===== src/rtl/bus_pkg.sv =====
// Shared types and constants for the shared-RAM bus sequencer.
// BUS_SEQ_SPI_STEAL_EN lets SPI take idle video slots.
package bus_pkg;

  localparam int unsigned SLOTS_PER_FRAME = 8;
  localparam int unsigned SLOT_BITS       = 3;
  localparam int unsigned SLOT_CYCLES     = 8;
  localparam int unsigned CYC_BITS        = 3;
  localparam int unsigned WE_LAST_CYC     = SLOT_CYCLES - 2;

  typedef enum logic [1:0] {
    OWNER_NONE  = 2'd0,
    OWNER_CPU   = 2'd1,
    OWNER_VIDEO = 2'd2,
    OWNER_SPI   = 2'd3
  } owner_t;

  typedef enum logic [1:0] {
    ST_IDLE   = 2'd0,
    ST_ACTIVE = 2'd1,
    ST_HOLD   = 2'd2
  } bus_state_t;

  // Slot ownership from slot class and the requests sampled at setup.
  function automatic owner_t decode_owner(input logic is_cpu, input logic is_video,
                                          input logic video_req, input logic spi_req);
    owner_t o;
    o = OWNER_NONE;
    if (is_cpu) begin
      o = OWNER_CPU;
    end else if (is_video) begin
      if (video_req) o = OWNER_VIDEO;
`ifdef BUS_SEQ_SPI_STEAL_EN
      else if (spi_req) o = OWNER_SPI;
`else
      else o = OWNER_NONE;
`endif
    end else if (spi_req) begin
      o = OWNER_SPI;
    end
    return o;
  endfunction

endpackage


===== src/rtl/bus_sequencer_if.sv =====
// Strobe, request/ack and RAM-control bundle of the bus sequencer.
interface bus_sequencer_if;
  import bus_pkg::*;

  logic                 setup_en_i;
  logic                 capture_en_i;
  logic                 cpu_we_i;
  logic                 video_req_i;
  logic                 video_ack_o;
  logic                 spi_req_i;
  logic                 spi_we_i;
  logic                 spi_ack_o;
  logic [1:0]           owner_o;
  logic                 ram_oe_n_o;
  logic                 ram_we_n_o;
  logic                 cpu_be_o;
  logic                 cpu_clk_en_o;
  logic [SLOT_BITS-1:0] slot_o;

  modport master (
    input  setup_en_i, capture_en_i, cpu_we_i, video_req_i, spi_req_i, spi_we_i,
    output video_ack_o, spi_ack_o, owner_o, ram_oe_n_o, ram_we_n_o,
           cpu_be_o, cpu_clk_en_o, slot_o
  );

  modport slave (
    output setup_en_i, capture_en_i, cpu_we_i, video_req_i, spi_req_i, spi_we_i,
    input  video_ack_o, spi_ack_o, owner_o, ram_oe_n_o, ram_we_n_o,
           cpu_be_o, cpu_clk_en_o, slot_o
  );

endinterface


===== src/rtl/bus_sequencer.sv =====
// Shared-RAM slot scheduler: 8 slots per frame, CPU/video/SPI ownership, RAM strobes.
// Define BUS_SEQ_SPI_STEAL_EN to grant unused video slots to SPI.
module bus_sequencer
  import bus_pkg::*;
#(
  parameter int unsigned CPU_SLOT    = 7,
  parameter int unsigned VIDEO_SLOT0 = 0,
  parameter int unsigned VIDEO_SLOT1 = 1
) (
  input  logic            clk_sys_i,
  input  logic            reset_i,
  bus_sequencer_if.master bus
);

  logic                 synced;
  bus_state_t           state;
  owner_t               owner;
  logic [CYC_BITS-1:0]  cyc;
  logic [SLOT_BITS-1:0] slot;
  logic                 ram_oe_n;
  logic                 ram_we_n;
  logic                 cpu_be;
  logic                 cpu_clk_en;
  logic                 video_ack;
  logic                 spi_ack;

  logic                 capture_hit;
  logic [SLOT_BITS-1:0] slot_nxt;
  owner_t               owner_nxt;
  logic                 write_nxt;

  // Capture is applied before setup, so a coincident setup sees the advanced slot.
  always_comb begin
    capture_hit = synced & bus.capture_en_i;
    slot_nxt    = capture_hit ? slot + SLOT_BITS'(1) : slot;
    owner_nxt   = decode_owner(slot_nxt == SLOT_BITS'(CPU_SLOT),
                               (slot_nxt == SLOT_BITS'(VIDEO_SLOT0)) ||
                               (slot_nxt == SLOT_BITS'(VIDEO_SLOT1)),
                               bus.video_req_i, bus.spi_req_i);
    write_nxt   = ((owner_nxt == OWNER_CPU) && bus.cpu_we_i) ||
                  ((owner_nxt == OWNER_SPI) && bus.spi_we_i);
  end

  always_ff @(posedge clk_sys_i or posedge reset_i) begin
    if (reset_i) begin
      synced     <= 1'b0;
      state      <= ST_IDLE;
      owner      <= OWNER_NONE;
      cyc        <= '0;
      slot       <= '0;
      ram_oe_n   <= 1'b1;
      ram_we_n   <= 1'b1;
      cpu_be     <= 1'b0;
      cpu_clk_en <= 1'b0;
      video_ack  <= 1'b0;
      spi_ack    <= 1'b0;
    end else begin
      video_ack  <= 1'b0;
      spi_ack    <= 1'b0;
      cpu_clk_en <= 1'b0;

      if (synced) begin
        case (state)
          ST_ACTIVE: begin
            if (cyc != CYC_BITS'(SLOT_CYCLES - 1)) cyc <= cyc + CYC_BITS'(1);
            // Release WE one cycle early to leave address/data hold before capture.
            if (cyc == CYC_BITS'(WE_LAST_CYC)) ram_we_n <= 1'b1;
            if (bus.capture_en_i) begin
              state      <= ST_HOLD;
              ram_oe_n   <= 1'b1;
              ram_we_n   <= 1'b1;
              video_ack  <= (owner == OWNER_VIDEO);
              spi_ack    <= (owner == OWNER_SPI);
              cpu_clk_en <= (owner == OWNER_CPU);
            end
          end
          ST_HOLD: begin
            state  <= ST_IDLE;
            owner  <= OWNER_NONE;
            cpu_be <= 1'b0;
          end
          default: ;
        endcase
        if (bus.capture_en_i) slot <= slot_nxt;
      end

      // A setup in any state starts a fresh slot; an unfinished access is dropped.
      if (bus.setup_en_i) begin
        synced   <= 1'b1;
        state    <= ST_ACTIVE;
        owner    <= owner_nxt;
        cpu_be   <= (owner_nxt == OWNER_CPU);
        cyc      <= CYC_BITS'(1);
        ram_oe_n <= !((owner_nxt != OWNER_NONE) && !write_nxt);
        ram_we_n <= !((owner_nxt != OWNER_NONE) && write_nxt);
      end
    end
  end

  assign bus.owner_o      = owner;
  assign bus.slot_o       = slot;
  assign bus.ram_oe_n_o   = ram_oe_n;
  assign bus.ram_we_n_o   = ram_we_n;
  assign bus.cpu_be_o     = cpu_be;
  assign bus.cpu_clk_en_o = cpu_clk_en;
  assign bus.video_ack_o  = video_ack;
  assign bus.spi_ack_o    = spi_ack;

endmodule


===== src/flat_wrapper.sv =====
// flat-port wrapper written by rule: the top's interface ports become plain ports
module bus_sequencer_flat import bus_pkg::*;
#(
  parameter int unsigned CPU_SLOT    = 7,
  parameter int unsigned VIDEO_SLOT0 = 0,
  parameter int unsigned VIDEO_SLOT1 = 1
)
  (clk_sys_i, reset_i, bus_setup_en_i, bus_capture_en_i, bus_cpu_we_i, bus_video_req_i, bus_spi_req_i, bus_spi_we_i, bus_video_ack_o, bus_spi_ack_o, bus_owner_o, bus_ram_oe_n_o, bus_ram_we_n_o, bus_cpu_be_o, bus_cpu_clk_en_o, bus_slot_o);
  bus_sequencer_if bus_i ();
  input  logic clk_sys_i;
  input  logic reset_i;
  input wire logic [$bits(bus_i.setup_en_i)-1:0] bus_setup_en_i;
  input wire logic [$bits(bus_i.capture_en_i)-1:0] bus_capture_en_i;
  input wire logic [$bits(bus_i.cpu_we_i)-1:0] bus_cpu_we_i;
  input wire logic [$bits(bus_i.video_req_i)-1:0] bus_video_req_i;
  input wire logic [$bits(bus_i.spi_req_i)-1:0] bus_spi_req_i;
  input wire logic [$bits(bus_i.spi_we_i)-1:0] bus_spi_we_i;
  output wire logic [$bits(bus_i.video_ack_o)-1:0] bus_video_ack_o;
  output wire logic [$bits(bus_i.spi_ack_o)-1:0] bus_spi_ack_o;
  output wire logic [$bits(bus_i.owner_o)-1:0] bus_owner_o;
  output wire logic [$bits(bus_i.ram_oe_n_o)-1:0] bus_ram_oe_n_o;
  output wire logic [$bits(bus_i.ram_we_n_o)-1:0] bus_ram_we_n_o;
  output wire logic [$bits(bus_i.cpu_be_o)-1:0] bus_cpu_be_o;
  output wire logic [$bits(bus_i.cpu_clk_en_o)-1:0] bus_cpu_clk_en_o;
  output wire logic [$bits(bus_i.slot_o)-1:0] bus_slot_o;
  assign bus_i.setup_en_i = bus_setup_en_i;
  assign bus_i.capture_en_i = bus_capture_en_i;
  assign bus_i.cpu_we_i = bus_cpu_we_i;
  assign bus_i.video_req_i = bus_video_req_i;
  assign bus_i.spi_req_i = bus_spi_req_i;
  assign bus_i.spi_we_i = bus_spi_we_i;
  assign bus_video_ack_o = bus_i.video_ack_o;
  assign bus_spi_ack_o = bus_i.spi_ack_o;
  assign bus_owner_o = bus_i.owner_o;
  assign bus_ram_oe_n_o = bus_i.ram_oe_n_o;
  assign bus_ram_we_n_o = bus_i.ram_we_n_o;
  assign bus_cpu_be_o = bus_i.cpu_be_o;
  assign bus_cpu_clk_en_o = bus_i.cpu_clk_en_o;
  assign bus_slot_o = bus_i.slot_o;
  bus_sequencer #(.CPU_SLOT(CPU_SLOT), .VIDEO_SLOT0(VIDEO_SLOT0), .VIDEO_SLOT1(VIDEO_SLOT1)) u_core (.clk_sys_i(clk_sys_i), .reset_i(reset_i), .bus(bus_i));
endmodule

===== config.mk =====
export PLATFORM = sky130hd
export DESIGN_NAME = bus_sequencer_flat
export DESIGN_NICKNAME = d
export VERILOG_FILES = /design/src/rtl/bus_pkg.sv /design/src/rtl/bus_sequencer_if.sv /design/src/rtl/bus_sequencer.sv /design/src/flat_wrapper.sv
export SDC_FILE = /design/constraint.sdc
export NUM_CORES = 1
export LEC_CHECK = 0
export CAP_MARGIN = 20
export CORE_MARGIN = 8
export CORE_UTILIZATION = 33
export CTS_BUF_LIST = sky130_fd_sc_hd__clkbuf_16
export DETAILED_ROUTE_END_ITERATION = 16
export PLACE_DENSITY = 0.65
export SLEW_MARGIN = 40
export SYNTH_ARGS = -nofsm -noshare
export SYNTH_HDL_FRONTEND = slang
export SYNTH_SLANG_ARGS = --single-unit

===== constraint.sdc =====
create_clock -name clk_sys_i -period 2.4 [get_ports clk_sys_i]
set_clock_uncertainty 0.05 [all_clocks]
set_input_delay 0.6 -clock clk_sys_i [delete_from_list [all_inputs] [get_ports clk_sys_i]]
set_output_delay 0.6 -clock clk_sys_i [all_outputs]
set_load 0.01 [all_outputs]

**Word level (Yosys, flattened, before mapping)**

Cells that the tools add are included.

- Multiplexer cells: 37
- Equal/unequal tests: 12
- Reduce and logical (&&, ||, !) cells: 24
- $add $sub $neg: 2
- Bitwise operators: 1

Operators by type and width:

| kind | count |
|---|---|
| 2-to-1 mux 1 bit | 21 |
| 2-to-1 mux 2 bit | 10 |
| 2-to-1 mux 3 bit | 5 |
| AND reduction 3 bit | 4 |
| nonzero test 2 bit | 6 |
| == test 2 bit, second input constant | 4 |
| adder 3 x 1 -> 3 bit, second input constant | 2 |
| == test 2 x 1 -> 1 bit, second input constant | 3 |
| == test 3 bit, second input constant | 2 |
| != test 3 bit, second input constant | 2 |
| nonzero test 3 bit | 2 |
| logical AND 1 bit | 4 |
| case mux 2 bit (2 select lines) | 1 |
| AND reduction 2 bit | 2 |
| == test 3 x 1 -> 1 bit, second input constant | 1 |
| logical NOT 1 bit | 3 |
| logical NOT 3 bit | 1 |
| logical OR 1 bit | 2 |
| AND 1 bit | 1 |

- Logic and storage cells: 87
- Input bits: 8
- Output and inout bits: 11
- Flip-flop bits (word level): 17

**Depth between registers and ports, before layout**

- Depth after elaboration: 13
- Mapped depth: 6
- Depth with buffers taken out: 6

**Least setup slack after synthesis**

No wires, ideal clock.

- Kind: flip-flop to flip-flop
- Start: register u_core.slot[0] (netlist: u_core.bus.slot_o[0])
- End: register u_core.ram_oe_n (netlist: u_core.bus.ram_oe_n_o)
- Period minus slack after synthesis: 1.918 ns
- Data arrival time: 1.785 ns
- Path slack: 0.482 ns
- Cell stages (with the launch flop): 7
- Library setup time: 0.083 ns
- Cells stage by stage: dfrtp_1 ha_1 nand4bb_1 a21oi_1 nor3_1 mux2_4 o32a_1

- Cells in the longest elaborated chain, start to end: 13

Ends and longest elaborated chain:

| element | RTL line | source |
|---|---|---|
| start, declared | bus_sequencer.sv:19 | `logic [SLOT_BITS-1:0] slot;` |
| start signal, assigned | bus_sequencer.sv:84 | `if (bus.capture_en_i) slot <= slot_nxt;` |
| adder 3 x 1 -> 3 bit | bus_sequencer.sv:35 | `slot_nxt = capture_hit ? slot + SLOT_BITS'(1) : slot;` |
| 2-to-1 mux 3 bit * | bus_sequencer.sv:35 |  |
| == test 3 x 1 -> 1 bit or logical NOT 3 bit (tied branches) | bus_sequencer.sv:38, bus_sequencer.sv:37 |  |
| logical OR 1 bit | bus_sequencer.sv:37 | `(slot_nxt == SLOT_BITS'(VIDEO_SLOT0)) \|\|` |
| 2-to-1 mux 2 bit | bus_pkg.sv:31 | `end else if (is_video) begin` |
| 2-to-1 mux 2 bit * | bus_pkg.sv:29 | `if (is_cpu) begin` |
| == test 2 x 1 -> 1 bit or == test 2 bit (tied branches) | bus_sequencer.sv:40, bus_sequencer.sv:41 |  |
| logical AND 1 bit, on equally long branches | bus_sequencer.sv:40, bus_sequencer.sv:41 |  |
| logical OR 1 bit | bus_sequencer.sv:40 | `write_nxt = ((owner_nxt == OWNER_CPU) && bus.cpu_we_i) \|\|` |
| logical NOT 1 bit | bus_sequencer.sv:94 | `ram_oe_n <= !((owner_nxt != OWNER_NONE) && !write_nxt);` |
| logical AND 1 bit * | bus_sequencer.sv:94 |  |
| logical NOT 1 bit * | bus_sequencer.sv:94 |  |
| 2-to-1 mux 1 bit * | bus_sequencer.sv:88 | `if (bus.setup_en_i) begin` |
| end signal, assigned | bus_sequencer.sv:94 |  |
| end, declared | bus_sequencer.sv:20 | `logic ram_oe_n;` |

Mark *: on every way between the ends. The rest lies on a longest branch, timed or not.
A chain may end at the register's enable or synchronous reset.

**Final worst setup path**

- Start: input port bus_capture_en_i
- End: register u_core.ram_oe_n (netlist: u_core.bus.ram_oe_n_o)

- Cells in the longest elaborated chain, start to end: 13

Ends and longest elaborated chain:

| element | RTL line | source |
|---|---|---|
| start, declared | flat_wrapper.sv:13 | `input wire logic [$bits(bus_i.capture_en_i)-1:0] bus_capture_en_i;` |
| AND 1 bit | bus_sequencer.sv:34 | `capture_hit = synced & bus.capture_en_i;` |
| 2-to-1 mux 3 bit | bus_sequencer.sv:35 |  |
| == test 3 x 1 -> 1 bit or logical NOT 3 bit (tied branches) | bus_sequencer.sv:38, bus_sequencer.sv:37 |  |
| logical OR 1 bit | bus_sequencer.sv:37 |  |
| 2-to-1 mux 2 bit | bus_pkg.sv:31 |  |
| 2-to-1 mux 2 bit | bus_pkg.sv:29 |  |
| == test 2 x 1 -> 1 bit or == test 2 bit (tied branches) | bus_sequencer.sv:40, bus_sequencer.sv:41 |  |
| logical AND 1 bit, on equally long branches | bus_sequencer.sv:40, bus_sequencer.sv:41 |  |
| logical OR 1 bit | bus_sequencer.sv:40 |  |
| logical NOT 1 bit | bus_sequencer.sv:94 |  |
| logical AND 1 bit | bus_sequencer.sv:94 |  |
| logical NOT 1 bit | bus_sequencer.sv:94 |  |
| 2-to-1 mux 1 bit | bus_sequencer.sv:88 |  |

Several ways; a longest one is shown, not always the timed one.

==> reports/summary.md <==
The final clock period utilization by the worst path is 0.937, and the peak supply drop is 0.000653 V. Buffers inserted to repair hold after CTS numbered 0. The die covers 0.00460 mm².

Of all nets on the critical path, the largest fanout is 6. The fraction of layout cells with a size suffix above 1 was 0.178; the global-route wire length before repair was 3.37 mm. The share of power burned in combinational logic was 0.401; the global routing usage summed across all routing layers was 0.0967. The count of nets left with antenna violations once routing finished came out at 0.

For the final design utilization, the log shows 0.453. The flow ran to the end, and the final reports show no timing, DRC or antenna violations. The synthesized design spends more area on one cell type than any other, namely dfrtp_1. Once the clock tree was built, the setup fixing pass inserted 0 buffers. The critical path class was in -> reg. In this run the power spent charging and discharging nets is 0.000424 W.

Dividing total power by cell area gives a power density of 1100 mW/mm². The Yosys step of the flow raised 0 warnings. The share of the synthesized area in the top cell type was 0.423.

The number of cells on the worst reg-to-reg path is 6. The proportion of register bits with asynchronous set or reset after synthesis works out to 1.00. The tightest hold path in the finished design has a slack of 0.449 ns. The synthesized design contains 0 enable-type register cells. The run gives 673 as the total via count after detailed routing. Standby leakage power: 0.554 nW.

The routed wirelength normalized by instance count came out at 13.6 µm. Averaged over all synthesized cells, the footprint is 10.7 µm². Die outline height: 67.8 µm. In the routed design, unresolved DRC markers number 0. Entering global routing, the biggest net connects 18 pins. TritonCTS created 3 clock buffers.

The internal portion of the total power is 0.000901 W. Setup repair after global routing left no endpoint under its margin. In this run, post-CTS repair resized a total of 0 instances. The aggregate global routing overflow is 0, and the portion of the post-synthesis area used by sequential elements is 0.482.

Clock latency on the worst-skew pair, taken at its later pin, is 0.25 ns. Synthesis inferred 17 register bits. The number of max-slew violations in the final report was 0.

In this run the cell area of the synthesized design comes to 887 µm². The tools report the sequential share of power as 0.348. The tools report the sequential cell area in the final layout as 428 µm². Counting distinct cell types in the post-synthesis netlist gives 31.

The first TritonRoute pass finished after 3 iterations. The net count of the finished layout is 120. After clock tree synthesis, the clock-pin slew on the worst setup and hold paths is 0.05 ns. When the netlist entered floorplanning its net count stood at 95. Static timing analysis puts the maximum clock frequency at 445 MHz.

The first routing iteration left 29 violations. In this run the horizontal extent of the chip is 67.8 µm. The tools report the top-level port count as 19. The most instantiated flip-flop cell in the synthesis netlist was dfrtp_1. The total routed wirelength is 1.87 mm, and the clock network fraction of total power is 0.250. Counting the fill cells in the layout gives 261. The worst setup path is captured at a flop. Port buffering added 18 buffers.

The number of antenna diodes in the final layout is 0. No sink is reached through more buffers than the 2 on the longest clock path. The logs give 0 for the total of endpoints with negative setup slack in the final report and 0 for the number of endpoints with negative hold slack in the final report.

Using the TritonRoute via totals, the vias-per-cell ratio works out to 4.88. The completed layout was analyzed and its total power is 0.00132 W. For the finished layout, the period the worst path requires is 2.25 ns. After floorplanning, the core was sized to cover 0.00266 mm². The number of cells produced by synthesis is 83. The required time of the critical path was 2.52 ns. Cell depth of the worst hold path: 1. The worst hold path belongs to the class reg -> reg.

In the final layout, the multi-input gates occupy 435 µm². The initial core utilization came out at 0.333. TritonCTS built the clock tree. The tree is rooted in a clkbuf_16. The worst reg-to-reg setup slack came out at 0.39 ns. The area overhead of the layout relative to synthesis works out to 36.1%.

The relative slew slack came out at 0.577. The logs give 1 for the H-tree level count and 19 for the number of rows in the core area. Summed over all nets, the half-perimeter wirelength after detailed placement is 1.46 mm.

The arrival time of the worst setup path was 2.37 ns. The switching share of power was 0.320; the transition time of the tightest slew-check pin was 0.634 ns. For the initial antenna violation count, the log shows 0. Via count of the first global-routing pass: 707. The tool flagged a number of max-cap violations equal to 0. For this design, the sink count on the clock tree is 17. STA classifies the critical path startpoint as an input pin. Last weighted congestion value of the routability-driven placer: 0.777. Ranked by total cell area, the synthesized netlist is headed by dfrtp_1, dfstp_2, ha_1.
## power by group through the flow
stage / Clock (W) / Combinational (W) / Sequential [W]
2_1_floorplan: 0 / 0.000290 / 0.000480
3_3_place_gp: 0 / 0.000530 / 0.000464
3_5_place_dp: 0 / 0.000536 / 0.000466
4_1_cts: 0.000337 / 0.000539 / 0.000463
5_1_grt: 0.000355 / 0.000586 / 0.000478
6_report: 0.000332 / 0.000531 / 0.000461
## flip-flops by register name, summed over array words and instances (netlist names)
signal / flops
u_core.bus.cpu_be_o: 1
u_core.bus.cpu_clk_en_o: 1
u_core.bus.owner_o: 2
u_core.bus.ram_oe_n_o: 1
u_core.bus.ram_we_n_o: 1
u_core.bus.slot_o: 3
u_core.bus.spi_ack_o: 1
u_core.bus.video_ack_o: 1
u_core.cyc: 3
u_core.state: 2
u_core.synced: 1
## routing by layer
layer,part of all wire,up-vias,global-route usage
li1,-,335,-
met1,0.45,321,0.112
met2,0.46,13,0.156
met3,0.079,4,0.0442
met4,0.013,0,0.0307
met5,0,-,0
## synthesized netlist by cell type, drive strengths merged (2+ instances only)
library cell,number
and3,2
nor3,2
or2,2
dfstp,2
o32a,2
nand2,13
inv,4
o21ai,3
dfrtp,15
xnor2,3
nor2b,3
a21oi,3
mux2i,3
nand3,3
ha,4
nor2,8
## cells by family after synthesis
family,share of synthesized area
flip-flops,0.482
XOR/XNOR,0.0508
adder cells (fa/ha/maj),0.0564
AND/OR/NAND/NOR,0.210
buffers and inverters,0.0268
AO/OA/AOI/OAI,0.123
multiplexers,0.0508
## final timing paths
kind	start	to
max in group asynchronous	reset_i	u_core.bus.spi_ack_o
hold / removal	u_core.bus.owner_o[0]	u_core.bus.video_ack_o
setup reg to reg	u_core.bus.slot_o[0]	u_core.bus.ram_oe_n_o
setup / recovery	bus_capture_en_i	u_core.bus.ram_oe_n_o
hold reg to reg	u_core.bus.owner_o[0]	u_core.bus.video_ack_o
min in group asynchronous	reset_i	u_core.state[0]
## cell type report
class / count / area share
Clock inverter: 1 / 0.00415
Multi-Input combinational cell: 60 / 0.361
Tap cell: 31 / 0.0321
Clock buffer: 3 / 0.0622
Timing Repair Buffer: 22 / 0.174
Inverter: 4 / 0.0124
Sequential cell: 17 / 0.354
## per-stage QoR
step	cell area [µm²]	setup TNS, ns	cells	setup slack (ns)
CTS	1210	0	138	0.143
finish	1210	0	138	0.151
floorplan	887	0	83	0.482
detailed placement	1130	-0.126	134	-0.103
global route	1210	0	138	0.0883
global placement	1130	-0.0475	134	-0.0475
## critical path, cell delays in order
cell and delay (ns):
clkdlybuf4s50_1 0.64, nand2_2 0.08, and3_1 0.22, o21ai_4 0.17
mux2_4 0.31, o32a_1 0.35
## cells in the final DEF (no fill, tap or decap), types with 2 or more instances in the layout
| master | instances |
|---|---|
| a21oi_1 | 3 |
| and3_1 | 2 |
| buf_4 | 4 |
| clkbuf_16 | 3 |
| clkdlybuf4s50_1 | 18 |
| dfrtp_1 | 15 |
| dfstp_2 | 2 |
| ha_1 | 4 |
| inv_1 | 4 |
| mux2i_1 | 3 |
| nand2_1 | 12 |
| nand3_1 | 2 |
| nor2_1 | 8 |
| nor2b_1 | 3 |
| nor3_1 | 2 |
| o21ai_0 | 2 |
| o32a_1 | 2 |
| or2_2 | 2 |
| xnor2_1 | 2 |
(Power assumes the default switching activity.)
